$ cat src/rtl/truth_table_sweeper_pkg.sv
// truth_table_sweeper_pkg: shared state encodings and default sizing for the sweeper
package truth_table_sweeper_pkg;
  localparam int NUM_INPUTS_DEF  = 3;
  localparam int HOLD_CYCLES_DEF = 10;
  typedef enum logic [1:0] {
    SWP_IDLE  = 2'd0,
    SWP_DRIVE = 2'd1,
    SWP_DONE  = 2'd2
  } swp_state_e;
endpackage

$ cat src/rtl/truth_table_sweeper_hold_timer.sv
// hold_timer: up-counter with clear that flags the last cycle of a hold window
//   clk, reset : clock and synchronous active-high reset
//   clr        : force count to 0 (wins over en)
//   en         : count; wraps to 0 after reaching HOLD_CYCLES-1
//   tc         : count == HOLD_CYCLES-1
module hold_timer #(
  parameter int HOLD_CYCLES = 10
) (
  input  logic clk,
  input  logic reset,
  input  logic clr,
  input  logic en,
  output logic tc
);
  localparam int CW = $clog2(HOLD_CYCLES + 1);
  logic [CW-1:0] count_q, count_d;
  assign tc = count_q == CW'(HOLD_CYCLES - 1);
  always_comb count_d = clr ? '0 : en ? (tc ? '0 : count_q + 1'b1) : count_q;
  always_ff @(posedge clk) begin
    if (reset) count_q <= '0;
    else count_q <= count_d;
  end
endmodule

$ cat src/rtl/truth_table_sweeper.sv
// truth_table_sweeper: drives every input vector in turn and records f into a truth table
//   clk, reset  : clock and synchronous active-high reset
//   start       : begin a sweep (ignored while busy)
//   f_in        : response of the block under test to vec_out
//   vec_out     : vector driven to the block (bit2=v, bit1=i, bit0=h)
//   busy, done  : sweep in progress / sweep finished and result valid
//   table_out   : bit k is f sampled while vec_out == k
//   ones_count  : number of ones in table_out
module truth_table_sweeper
  import truth_table_sweeper_pkg::*;
#(
  parameter int NUM_INPUTS  = NUM_INPUTS_DEF,
  parameter int HOLD_CYCLES = HOLD_CYCLES_DEF
) (
  input  logic                       clk,
  input  logic                       reset,
  input  logic                       start,
  input  logic                       f_in,
  output logic [NUM_INPUTS-1:0]      vec_out,
  output logic                       busy,
  output logic                       done,
  output logic [2**NUM_INPUTS-1:0]   table_out,
  output logic [NUM_INPUTS:0]        ones_count
);
  localparam int TW = 2**NUM_INPUTS;
  swp_state_e state_q, state_d;
  logic [NUM_INPUTS-1:0] vec_q, vec_d;
  logic [TW-1:0] tab_q, tab_d;
  logic [NUM_INPUTS:0] ones_q, ones_d;
  logic accept, sample, last, tc;
  assign accept = start && state_q != SWP_DRIVE;
  assign sample = state_q == SWP_DRIVE && tc;
  assign last   = vec_q == {NUM_INPUTS{1'b1}};
  hold_timer #(.HOLD_CYCLES(HOLD_CYCLES)) u_timer (
    .clk   (clk),
    .reset (reset),
    .clr   (accept),
    .en    (state_q == SWP_DRIVE),
    .tc    (tc)
  );
  // The table is cleared on accept, so OR-ing in the sampled bit is a plain write.
  always_comb begin
    state_d = accept ? SWP_DRIVE : (sample && last) ? SWP_DONE : state_q;
    vec_d   = accept ? '0 : (sample && !last) ? vec_q + 1'b1 : vec_q;
    tab_d   = accept ? '0 : sample ? (tab_q | (TW'(f_in) << vec_q)) : tab_q;
    ones_d  = accept ? '0 : ones_q + {{NUM_INPUTS{1'b0}}, sample && f_in};
  end
  always_ff @(posedge clk) begin
    if (reset) begin
      state_q <= SWP_IDLE;
      vec_q   <= '0;
      tab_q   <= '0;
      ones_q  <= '0;
    end else begin
      state_q <= state_d;
      vec_q   <= vec_d;
      tab_q   <= tab_d;
      ones_q  <= ones_d;
    end
  end
  assign vec_out    = vec_q;
  assign busy       = state_q == SWP_DRIVE;
  assign done       = state_q == SWP_DONE;
  assign table_out  = tab_q;
  assign ones_count = ones_q;
endmodule

$ cat config.mk
export PLATFORM = sky130hd
export DESIGN_NAME = truth_table_sweeper
export DESIGN_NICKNAME = d
export VERILOG_FILES = /design/src/rtl/truth_table_sweeper_pkg.sv /design/src/rtl/truth_table_sweeper_hold_timer.sv /design/src/rtl/truth_table_sweeper.sv
export SDC_FILE = /design/constraint.sdc
export NUM_CORES = 1
export LEC_CHECK = 0
export BUFFER_PORTS_ARGS = -buffer_cell sky130_fd_sc_hd__buf_2
export CORE_MARGIN = 2
export CORE_UTILIZATION = 46
export DETAILED_ROUTE_END_ITERATION = 12
export GPL_TIMING_DRIVEN = 0
export PLACE_DENSITY = 0.73
export SETUP_SLACK_MARGIN = 0.02
export SYNTH_ARGS = -nofsm -noshare
export SYNTH_HDL_FRONTEND = slang
export SYNTH_HIERARCHICAL = 1
export SYNTH_SLANG_ARGS = --single-unit
$ cat constraint.sdc
create_clock -name clk -period 1.46 [get_ports clk]
set_input_delay 0.219 -clock clk [delete_from_list [all_inputs] [get_ports clk]]
set_output_delay 0.219 -clock clk [all_outputs]
set_load 0.01 [all_outputs]
# Yosys cells after proc, flatten, opt, wreduce, memory -nomap -nowiden
# Index checks and enable logic that the tools add are counted.
# Widths: inputs -> output; s select.
# totals
regBits	21
latchBits	0
mem_bits_rw	0
romBits	0
in_bits	4
out_inout_bits	17
elab_cells	27
n_memories	0
# classes
add_sub_neg	3
mul	0
div	0
n_lt_le_gt_ge	0
eq_ne	5
shift	1
muxes	3
n_bitwise	1
reduce_logical	8
# ops
cell	count
$or 8x8->8	1
$shl 1x3->8	1
$logic_and 1x1->1	5
$add 4x1->4	1
$add 4x1->4 const B	1
$eq 4x4->1 const B	1
$mux 4	1
$add 3x1->3 const B	1
$eq 3x3->1 const B	1
$eq 2x1->1 const B	1
$eq 2x2->1 const B	1
$mux 1	2
$ne 2x1->1 const B	1
$reduce_bool 2->1	1
$reduce_or 2->1	1
$logic_not 1->1	1

# Longest topological paths before layout
# Gate-level depths: netlist (run 1).
# depth
ltp_word	5
depth_mapped	7

# By module
# The synthesis (run 1) kept the hierarchy.
# by_module_without_submodules
mod	n_inst	cells_per_inst	area_each_um2	seq_area_each_um2
truth_table_sweeper	1	70	700.7	340.3
hold_timer	1	21	198.9	80.1

# Worst setup path after synthesis (run 1)
# OpenSTA, ideal clock, no wires.
# synth_timing
path_kind	reg-to-reg
start	reg u_timer.count_q[1]
end	reg ones_q[2], in the netlist ones_count[2]
setup_time_ps	115
t_arrival_ps	1500
required_time_ps	1345
setup_slack_ps	-155
stages_incl_launch_ff	8
n_path_buf	1
period_less_slack_ps	1615
cell_sequence	dfxtp_1 -> and4bb_2 -> and4b_1 -> buf_6 -> ha_1 -> ha_1 -> xnor2_1 -> nor2_1
# synth_between
elab_chain_cells	4
# synth_rtl
element	line	text
start, declared	truth_table_sweeper_hold_timer.sv:16	logic [CW-1:0] count_q, count_d;
start signal, assigned	truth_table_sweeper_hold_timer.sv:21	else count_q <= count_d;
$eq 4x4->1	truth_table_sweeper_hold_timer.sv:17	assign tc = count_q == CW'(HOLD_CYCLES - 1);
via tc	truth_table_sweeper.sv:30	logic accept, sample, last, tc;
$logic_and 1x1->1	truth_table_sweeper.sv:32	assign sample = state_q == SWP_DRIVE && tc;
$logic_and 1x1->1	truth_table_sweeper.sv:46	ones_d = accept ? '0 : ones_q + {{NUM_INPUTS{1'b0}}, sample && f_in};
$add 4x1->4	truth_table_sweeper.sv:46	
end signal, assigned	truth_table_sweeper.sv:58	ones_q <= ones_d;
end, declared	truth_table_sweeper.sv:29	logic [NUM_INPUTS:0] ones_q, ones_d;
# The timed path passes the listed nets, and every way through them passes these cells.
# A chain may end at the register's enable or synchronous reset.

# Worst setup path after layout (run 1)
# layout_timing
start	reg u_timer.count_q[1]
end	reg ones_q[3], in the netlist ones_count[3]
# Same word-level chain as after synthesis.

==> results.md, run 1 <==
- CORE AREA: 1780 um^2
- RSZ-0062 raised after global routing: true
- WP buf/inv: 0
- Drt initial violations: 21
- Starting Density: 50.5%
- CTS clock-pin slew for the worst setup and hold paths: 0.10 ns
- Worst setup path class: reg2reg
- Diode count: 0
- Final Util: 66.5%
- First-pass GRT wire length: 2840 um
- Synth top area cells: dfxtp_1, nor2_1, a41oi_1, ha_1, xnor2_1
- Failing checks: negative setup slack
- Layout cells sized above 1: 42.7%
- Cell Rows: 15
- CTS tree: yes
- Buffers added on ports: 20
- Global route overflow: 0
- DRC: 0
- H-tree levels: 1
- Die X: 48.2 um
- Post-synth top area share: 46.7%
- Max_cap viols: 0
- Die Y: 48.2 um
- Count of final hold-check violations: 0
- Antenna violations before repair: 0
- Reg-to-reg slack, setup: -0.03 ns
- Power per cell area: 763 nW/um^2
- Vias: 770
- Crit start category: flop
- Synth cell types: 26
- Sequential area share after synthesis: 46.7%
- Area Growth Syn to Fin: 31.7%
- CTS Hold Bufs: 0
- Post-Syn Instances: 91
- Io pins: 21
- Critical path required time: 1.65 ns
- P_leak: 0.000499 uW
- Final setup fails: 2
- WL/cell: 12.4 um
- DP Area: 1060 um^2
- Pwr Total: 904 uW
- Setup WS post-layout: -0.0252 ns
- Slowest stage delay, CP: 0.36 ns
- Flop and latch count out of synthesis: 21
- Routed wire length: 1850 um
- Worst EP arrival: 1.68 ns
- Status: finished with violations
- Root buffer cell: clkbuf_4
- HP Class: in2reg
- Vias in the first global route: 671
- Clock insertion delay at the later pin of the skew report: 0.30 ns
- ANT nets after route: 0
- Fin crit share: 102%
- Setup Skew: 0.00414 ns
- Fin. max-slew vios: 0
- Syn Area/Cell: 9.89 um^2
- Setup TNS: -0.0438 ns
- Crit-path max FO: 3
- Rel. slew slack: 76.5%
- Net Count, Synth: 99
- Sink Count: 21
- Total track usage: 18.2%
- Dpl hpwl: 1280 um
- Syn. warnings: 6
- CTS max path bufs: 2
- Crit-path cells: and4bb_2, and4b_2, ha_4, nand3_2, xor2_1, nor2_1
- RePlAce Congestion: 0.737
- Worst-Margin Slew: 0.351 ns
- Crit path max-delay family: simple AND/OR/NAND/NOR gates
- Achievable Freq: 673 MHz
- Synthesized area: 900 um^2
- Pre-CTS WS: -0.147 ns
- Fin nets: 133
- Design area: 1180 um^2
- Via-to-Cell Ratio: 5.17
- CP max-delay cell: dfxtp_4
- TritonRoute pass-1 iters: 4
- Critical Path End Type: flop
- Area of the die: 2330 um^2
- Cell accounting for the most synthesized area: dfxtp_1
- Peak supply drop: 0.559 mV
- CTS buffer count: 3
- Post-layout min period: 1.49 ns
- Largest net degree at the start of global routing: 12
[cell usage after synthesis]
master	instances
a211oi_2	1
nor2_1	19
o21bai_4	1
xnor2_1	4
ha_1	4
nand3_1	2
nor2b_1	1
mux2i_1	2
xor2_1	1
and2b_4	1
and4b_1	2
o21ai_0	1
o21ai_1	1
a311oi_1	1
buf_6	2
and2b_1	2
clkbuf_1	1
and4bb_2	2
a211o_1	1
nor3_1	2
a31oi_1	3
a41oi_1	6
dfxtp_1	21
a211oi_1	1
inv_1	7
nand2_1	2
[worst register-to-register path, cell delays in order, from the launching register on]
cell      delay (ns)
dfxtp_4         0.36
and4bb_2        0.32
and4b_2         0.27
ha_4            0.15
nand3_2         0.08
xor2_1          0.15
nor2_1          0.06
[worst paths after layout]
path | from | endpoint | cells past startpoint
max | u_timer/count_q[1] | ones_count[3] | 6
min | reset | u_timer/count_q[1] | 2
max reg2reg | u_timer/count_q[1] | ones_count[3] | 6
min reg2reg | table_out[3] | table_out[3] | 2
[layer usage]
layer	share of wire [%]	global-route usage, %
met1	46	22.3
met2	49	28.9
met3	3.9	4.81
met4	1.5	9.73
met5	0	0
[cells by family after synthesis]
logic type	Yosys count	share of synthesized area, %
simple gates	33	19.5
flops	21	46.7
compound gates	16	15.3
buf+inv	10	5.84
xor+xnor	5	4.87
fa+ha+maj	4	5.56
mux	2	2.23
[through the flow]
step | hold slack [ns] | std cells
6_report | 0.150 | 149
5_1_grt | 0.131 | 149
4_1_cts | 0.146 | 145
3_5_place_dp | 0.459 | 136
3_3_place_gp | 0.446 | 136
2_1_floorplan | 0.276 | 91
[state kept, by name, indices dropped and copies added, names as in the netlist]
| name | flops |
|---|---|
| table_out | 8 |
| ones_count | 4 |
| u_timer/count_q | 4 |
| vec_out | 3 |
| state_q | 2 |
[placed cells by master (no fill, tap or decap), types with 2 or more instances in the layout]
master,n
nor2_1,19
dfxtp_4,3
inv_1,6
clkbuf_4,3
a41oi_1,5
dfxtp_1,15
nor3_1,2
and2b_1,2
nand2_1,2
xnor2_1,3
a31oi_1,3
and4bb_2,2
ha_4,2
mux2i_1,2
buf_4,10
dfxtp_2,3
clkbuf_1,2
buf_2,20
[repair_timing]
action / in CTS / in global routing
pin swaps: 4 / 6
setup endpoints to repair: 5 / 12
resized for setup: 9 / 3
buffers inserted: 5 / 5
[final cells by class]
type	count	area, um^2
multi-input combinational	60	475
inverter	7	26.3
sequential	21	435
timing repair buffer	30	175
tap	25	31.3
fill	147	598
clock buffer	4	26.3
buffer	2	15.0
[power breakdown]
group | switching [uW] | internal (uW) | leakage [uW]
Sequential | 4.54 | 574 | 0.000173
Clock | 164 | 106 | 0.0000150
Combinational | 31.2 | 24.2 | 0.000310
Total | 200 | 704 | 0.000499
Power figures use the tool's default switching activity.
==> run 2, diff against run 1 <==
--- a/config.mk
+++ b/config.mk
@@ -7,10 +7,10 @@
 export LEC_CHECK = 0
 export BUFFER_PORTS_ARGS = -buffer_cell sky130_fd_sc_hd__buf_2
 export CORE_MARGIN = 2
-export CORE_UTILIZATION = 46
+export CORE_UTILIZATION = 51
 export DETAILED_ROUTE_END_ITERATION = 12
 export GPL_TIMING_DRIVEN = 0
-export PLACE_DENSITY = 0.73
+export PLACE_DENSITY = 0.76
 export SETUP_SLACK_MARGIN = 0.02
 export SYNTH_ARGS = -nofsm -noshare
 export SYNTH_HDL_FRONTEND = slang
==> constraint.sdc (replaced) <==
create_clock -name clk -period 1.4 [get_ports clk]
set_input_delay 0.21 -clock clk [delete_from_list [all_inputs] [get_ports clk]]
set_output_delay 0.21 -clock clk [all_outputs]
set_load 0.01 [all_outputs]
==> run 2 against run 1 <==
  * The run still ends with negative setup slack left
  * Sequential power is 4.3% higher
  * Via count up 0.39%
  * First-iteration DRC count fell by 57%
  * Cell count down 5.4%
  * Largest cell class unchanged
  * Highest routed layer unchanged
==> results.md, run 2 (synthesis gave the netlist of run 1 again) <==
- Dpl hpwl: 1260 um (was 1280 um)
- Status: finished with violations (unchanged)
- H-tree levels: 1 (unchanged)
- Drt initial violations: 9 (was 21)
- Max_cap viols: 0 (unchanged)
- Hold Crit Endpoint: u_timer/count_q[1] (unchanged)
- Diode count: 0 (unchanged)
- Critical path required time: 1.60 ns (was 1.65 ns)
- Worst r2r src: u_timer/count_q[1] (unchanged)
- Rel. slew slack: 73.8% (was 76.5%)
- DP Area: 1060 um^2 (about the same)
- Reg-to-reg slack, setup: -0.14 ns (was -0.03 ns)
- Post-layout min period: 1.54 ns (was 1.49 ns)
- Root buffer cell: clkbuf_4 (unchanged)
- HP Class: in2reg (unchanged)
- Area of the die: 2120 um^2 (was 2330 um^2)
- RePlAce Congestion: 0.699 (was 0.737)
- CTS tree: yes (unchanged)
- Total track usage: 21.6% (was 18.2%)
- WL/cell: 14.3 um (was 12.4 um)
- Vias: 773 (was 770)
- Peak supply drop: 0.613 mV (was 0.559 mV)
- Commonest non-fill, non-tap cells in the layout: buf_2, nor2_1, dfxtp_1 (unchanged)
- Crit-path max FO: 2 (was 3)
- Pre-CTS WS: -0.201 ns (was -0.147 ns)
- Worst r2r dst: ones_count[3] (unchanged)
- Die Y: 46 um (was 48.2 um)
- Starting Density: 53.3% (was 50.5%)
- Fin crit share: 110% (was 102%)
- Setup Skew: 0.00274 ns (was 0.00414 ns)
- CTS max path bufs: 2 (unchanged)
- Final setup fails: 13 (was 2)
- Vias in the first global route: 717 (was 671)
- Io pins: 21 (unchanged)
- Hold path cells: 2 (unchanged)
- CTS clock-pin slew for the worst setup and hold paths: 0.12 ns (was 0.10 ns)
- Failing checks: negative setup slack (unchanged)
- ANT nets after route: 0 (unchanged)
- Hold Startpoint: reset (unchanged)
- Setup WS post-layout: -0.144 ns (was -0.0252 ns)
- DRC: 0 (unchanged)
- Max reg flops: 8 (unchanged)
- Sink Count: 21 (unchanged)
- TritonRoute pass-1 iters: 4 (unchanged)
- Largest net degree at the start of global routing: 13 (was 12)
- Buffers added on ports: 20 (unchanged)
- Worst setup path class: reg2reg (unchanged)
- Critical Path End Type: flop (unchanged)
- Worst-Margin Slew: 0.393 ns (was 0.351 ns)
- Power per cell area: 779 nW/um^2 (was 763 nW/um^2)
- Die X: 46 um (was 48.2 um)
- Cell Rows: 15 (unchanged)
- RSZ-0062 raised after global routing: true (unchanged)
- Fillers: 133 (was 147)
- Layout cells sized above 1: 50.0% (was 42.7%)
- Design area: 1230 um^2 (was 1180 um^2)
- Via-to-Cell Ratio: 5.48 (was 5.17)
- Antenna violations before repair: 0 (unchanged)
- Most common cell after layout, fill and taps aside: buf_2 (unchanged)
- Count of final hold-check violations: 0 (unchanged)
- First-pass GRT wire length: 3190 um (was 2840 um)
- Achievable Freq: 648 MHz (was 673 MHz)
- Global route overflow: 0 (unchanged)
- CORE AREA: 1690 um^2 (was 1780 um^2)
- Routed wire length: 2010 um (was 1850 um)
- Crit start category: flop (unchanged)
- Fin nets: 133 (unchanged)
- Clock insertion delay at the later pin of the skew report: 0.30 ns (about the same)
- Fin. max-slew vios: 0 (unchanged)
- R2R depth: 7 (was 6)
- Worst EP arrival: 1.74 ns (was 1.68 ns)
- P_leak: 0.000499 uW (about the same)
- CTS buffer count: 3 (unchanged)
- Area Growth Syn to Fin: 36.3% (was 31.7%)
## run 2: cell types whose count changed in the layout (fill, tap and decap cells not counted), moves of 2 or more
cell,change
a41oi_1,-4
a41oi_2,+4
dfxtp_1,-2
dfxtp_2,+2
## run 2: layout make-up
type / count / area (um^2) / area share [%]
timing repair buffer: 29 / 168 / 13.7
buffer: 3 / 26.3 / 2.14
multi-input combinational: 60 / 519 / 42.3
clock inverter: 1 / 5.00 / 0.408
inverter: 7 / 26.3 / 2.14
clock buffer: 3 / 22.5 / 1.84
sequential: 21 / 438 / 35.7
tap: 17 / 21.3 / 1.73
## run 2: through the flow
stage | hold slack, ns | cells | total power [uW] | setup TNS [ns] | util (%)
3_5_place_dp | 0.458 | 128 | 671 | -0.604 | 62.6
3_3_place_gp | 0.452 | 128 | 670 | -0.465 | 62.6
2_1_floorplan | 0.267 | 91 | 655 | -0.155 | -
4_1_cts | 0.125 | 138 | 962 | -0.480 | 70.8
6_report | 0.140 | 141 | 955 | -0.785 | 72.6
5_1_grt | 0.131 | 141 | 991 | -1.81 | 72.6
## run 2: timing repair
item / 4_1_cts / 5_1_grt
gates resized for setup: 12 / 5
setup endpoints to repair: 8 / 16
buffers inserted: 6 / 3
pin swaps: 5 / 6
hold endpoints to repair: 0 / 0
hold buffers: 0 / 0
## run 2: worst max-delay path by stage
stage                             from       endpoint  slack [ns]
CTS                 u_timer/count_q[1]  ones_count[3]       -0.11
global placement    u_timer/count_q[0]  ones_count[3]       -0.18
global route        u_timer/count_q[1]  ones_count[3]       -0.23
floorplan           u_timer/count_q[1]  ones_count[2]       -0.06
finish              u_timer/count_q[1]  ones_count[3]       -0.14
detailed placement  u_timer/count_q[0]  ones_count[3]       -0.20
## run 2: where the power goes
| part | total, uW | switching (uW) | internal (uW) |
|---|---|---|---|
| Combinational | 62.4 | 34.7 | 27.7 |
| Clock | 290 | 183 | 106 |
| Sequential | 603 | 4.25 | 599 |
| Total | 955 | 222 | 733 |
## run 2: worst max-delay path: stages (launching register included)
cell and delay (ns):
dfxtp_4 0.36, and4bb_2 0.29, and4b_1 0.23, buf_6 0.12
ha_4 0.14, nand3_2 0.08, xor2_1 0.17, nor2_1 0.05
## run 2: per-layer routing
| metal | vias to the layer above | wire length [um] | track usage [%] |
|---|---|---|---|
| met2 | 10 | 1120 | 40.8 |
| met1 | 374 | 823 | 23.8 |
| li1 | 387 | - | - |
| met4 | 0 | 12 | 6.86 |
| met5 | - | 0 | 0 |
| met3 | 2 | 57 | 3.57 |
==> run 3, diff against run 2 <==
--- a/config.mk
+++ b/config.mk
@@ -7,12 +7,12 @@
 export LEC_CHECK = 0
 export BUFFER_PORTS_ARGS = -buffer_cell sky130_fd_sc_hd__buf_2
 export CORE_MARGIN = 2
-export CORE_UTILIZATION = 51
+export CORE_UTILIZATION = 52
 export DETAILED_ROUTE_END_ITERATION = 12
 export GPL_TIMING_DRIVEN = 0
-export PLACE_DENSITY = 0.76
+export PLACE_DENSITY = 0.77
 export SETUP_SLACK_MARGIN = 0.02
+export SKIP_LAST_GASP = 1
 export SYNTH_ARGS = -nofsm -noshare
 export SYNTH_HDL_FRONTEND = slang
-export SYNTH_HIERARCHICAL = 1
 export SYNTH_SLANG_ARGS = --single-unit
==> run 3 against run 2 <==
  * The flow now finishes without violations
  * Sequential power grew 2%
  * Die area up 6.3%
  * Global-route usage down 2.4 points
  * Utilization grew 3.7 points
  * Via count grew 9.3%
  * Critical path depth unchanged
  * Sequential share of layout area is 2.7 points lower
  * Critical path type unchanged
  * Critical endpoint is now ones_count[2]
  * Largest cell class unchanged
==> results.md, run 3 <==
- Status: completed (was finished with violations)
- Achievable Freq: 726 MHz (was 648 MHz)
- Setup Skew: 0.00239 ns (was 0.00274 ns)
- Slowest stage delay, CP: 0.33 ns (was 0.36 ns)
- H-tree levels: 1 (unchanged)
- Power per cell area: 764 nW/um^2 (was 779 nW/um^2)
- Dpl cells: 137 (was 128)
- Count of final hold-check violations: 0 (unchanged)
- Critical path required time: 1.58 ns (was 1.60 ns)
- DP Area: 1170 um^2 (was 1060 um^2)
- First-pass GRT wire length: 3020 um (was 3190 um)
- Cell Rows: 15 (unchanged)
- Sequential area share after synthesis: 42.9% (was 46.7%)
- Crit-path max FO: 4 (was 2)
- Most common cell after layout, fill and taps aside: buf_2 (unchanged)
- CTS max path bufs: 2 (unchanged)
- Flop and latch count out of synthesis: 21 (unchanged)
- Post-synth EDFFs: 0 (unchanged)
- Cell accounting for the most synthesized area: dfxtp_1 (unchanged)
- Fin crit share: 98.3% (was 110%)
- Worst EP arrival: 1.56 ns (was 1.74 ns)
- RePlAce Congestion: 0.788 (was 0.699)
- Pwr Total: 1020 uW (was 955 uW)
- Via-to-Cell Ratio: 5.75 (was 5.48)
- Syn Area/Cell: 10.7 um^2 (was 9.89 um^2)
- Post-route insts no fill: 147 (was 141)
- Starting Density: 56.2% (was 53.3%)
- R2R depth: 7 (unchanged)
- Post-Syn Instances: 92 (was 91)
- Worst r2r dst: ones_count[2] (was ones_count[3])
- Rel. slew slack: 68.3% (was 73.8%)
- Die Y: 47.4 um (was 46 um)
- DRC: 0 (unchanged)
- Worst r2r src: state_q[1] (was u_timer/count_q[1])
- Fraction of registers with async set/reset: 0% (unchanged)
- CP max-delay cell: dfxtp_2 (was dfxtp_4)
- Largest net degree at the start of global routing: 12 (was 13)
- Vias: 845 (was 773)
- Post-synth top area share: 42.9% (was 46.7%)
- Reg-to-reg slack, setup: 0.02 ns (was -0.14 ns)
- Sink Count: 21 (unchanged)
- Crit start category: flop (unchanged)
- ANT nets after route: 0 (unchanged)
- Routed wire length: 2080 um (was 2010 um)
- Max_cap viols: 0 (unchanged)
- Buffers added on ports: 20 (unchanged)
- Vias in the first global route: 711 (was 717)
- Cell with the most instances after synthesis: dfxtp_1 (unchanged)
- CTS clock-pin slew for the worst setup and hold paths: 0.11 ns (was 0.12 ns)
- Top post-synthesis cells by count: dfxtp_1, o211ai_1 (was dfxtp_1, nor2_1, inv_1)
- Total track usage: 19.2% (was 21.6%)
- Hold Startpoint: reset (unchanged)
- Synth Flop Type: dfxtp_1 (unchanged)
- Diode count: 0 (unchanged)
- Fin nets: 131 (was 133)
- Worst-Margin Slew: 0.472 ns (was 0.393 ns)
- Antenna violations before repair: 0 (unchanged)
- P_leak: 0.000501 uW (was 0.000499 uW)
- Synthesized area: 981 um^2 (was 900 um^2)
- CTS buffer count: 3 (unchanged)
- Setup TNS: 0 ns (was -0.785 ns)
- Net Count, Synth: 100 (was 99)
- Clock insertion delay at the later pin of the skew report: 0.29 ns (was 0.30 ns)
- Area Growth Syn to Fin: 35.7% (was 36.3%)
- Dpl hpwl: 1390 um (was 1260 um)
- TritonRoute pass-1 iters: 4 (unchanged)
- Fin. max-slew vios: 0 (unchanged)
- Hold Crit Endpoint: state_q[0] (was u_timer/count_q[1])
- Hold path cells: 2 (unchanged)
- Crit-path cells: nand2b_4, nor3_4, and2_4, ha_4, ha_4, xnor2_2, nor2_1 (was and4bb_2, and4b_1, buf_6, ha_4, nand3_2, xor2_1, nor2_1)
- Area of the die: 2250 um^2 (was 2120 um^2)
- Final setup fails: 0 (was 13)
- Syn. warnings: 0 (was 6)
- Root buffer cell: clkbuf_4 (unchanged)
- HP Class: in2reg (unchanged)
- Io pins: 21 (unchanged)
- Post-layout min period: 1.38 ns (was 1.54 ns)
- Layout cells sized above 1: 50.0% (unchanged)
- CTS tree: yes (unchanged)
- Commonest non-fill, non-tap cells in the layout: buf_2, dfxtp_1, buf_4 (was buf_2, nor2_1, dfxtp_1)
- Design area: 1330 um^2 (was 1230 um^2)
- Most used cell, CP: ha_4
- Critical Path End Type: flop (unchanged)
- Drt initial violations: 17 (was 9)
- CORE AREA: 1750 um^2 (was 1690 um^2)
- Global route overflow: 0 (unchanged)
- Synth top area cells: dfxtp_1, a2111oi_2, ha_1, o211ai_1, a32o_1 (was dfxtp_1, nor2_1, a41oi_1, ha_1, xnor2_1)
- Worst setup path class: reg2reg (unchanged)
- Peak supply drop: 0.508 mV (was 0.613 mV)
- Die X: 47.4 um (was 46 um)
- RSZ-0062 raised after global routing: true (unchanged)
- Synth cell types: 33 (was 26)
- Max reg flops: 8 (unchanged)
- WL/cell: 14.2 um (was 14.3 um)
[run 3: layout make-up]
type	instances	area, um^2
Timing Repair Buffer	28	160
Fill cell	122	414
Inverter	5	18.8
Sequential cell	21	439
Tap cell	25	31.3
Multi-Input combinational cell	63	648
Buffer	1	7.51
Clock buffer	4	26.3
[run 3: logic make-up (layout without fill, tap and decap cells)]
group,after synthesis,count (layout),share of synthesized area [%]
and+or+nand+nor,27,27,18.6
buffers and inverters,8,38,4.08
muxes,3,3,3.06
AOI/OAI and AO/OA,25,25,22.7
DFF,21,21,42.9
xor gates and xnor gates,4,4,3.57
adders and majority gates,4,4,5.10
[run 3: worst max-delay path, delay by kind of cell (launching register included)]
family / cells / cell delay (ns)
AND/OR/NAND/NOR: 4 / 0.55
flip-flops: 1 / 0.33
adder cells (fa/ha/maj): 2 / 0.27
XOR/XNOR: 1 / 0.11
[run 3: worst max-delay path by stage]
| stage | cells after the start | to | from |
|---|---|---|---|
| 6_report | 7 | ones_count[2] | state_q[1] |
| 5_1_grt | 4 | table_out[7] | state_q[1] |
| 4_1_cts | 6 | ones_count[1] | state_q[1] |
| 3_5_place_dp | 6 | ones_count[1] | u_timer.count_q[1] |
| 3_3_place_gp | 6 | ones_count[1] | u_timer.count_q[1] |
| 2_1_floorplan | 7 | ones_count[1] | state_q[1] |
[run 3: timing repair]
item / CTS / global route
pin swaps: 4 / 4
gates resized for setup: 14 / 6
setup buffers: 8 / 0
hold buffers: 0 / 0
setup endpoints to repair: 10 / 17
[run 3: routing by layer]
metal  share of wire, %  wire [um]  track usage, %  vias up
met3                4.7         97            3.40        4
met1                 45        945            25.1      402
met2                 49       1010            30.8       28
met5                  0          0               0        -
met4                1.2         25            8.89        0
li1                   -          -               -      411
[run 3: per-stage QoR]
step	utilization (%)	setup slack (ns)	hold slack [ns]
2_1_floorplan	-	-0.0947	0.319
3_3_place_gp	66.9	-0.193	0.445
3_5_place_dp	66.9	-0.215	0.454
4_1_cts	73.4	0.00891	0.245
5_1_grt	76.3	-0.0859	0.277
6_report	76.3	0.0235	0.291
[run 3: power breakdown]
part / switching [uW] / internal, uW
Clock: 173 / 111
Combinational: 81.4 / 38.4
Sequential: 12.1 / 602
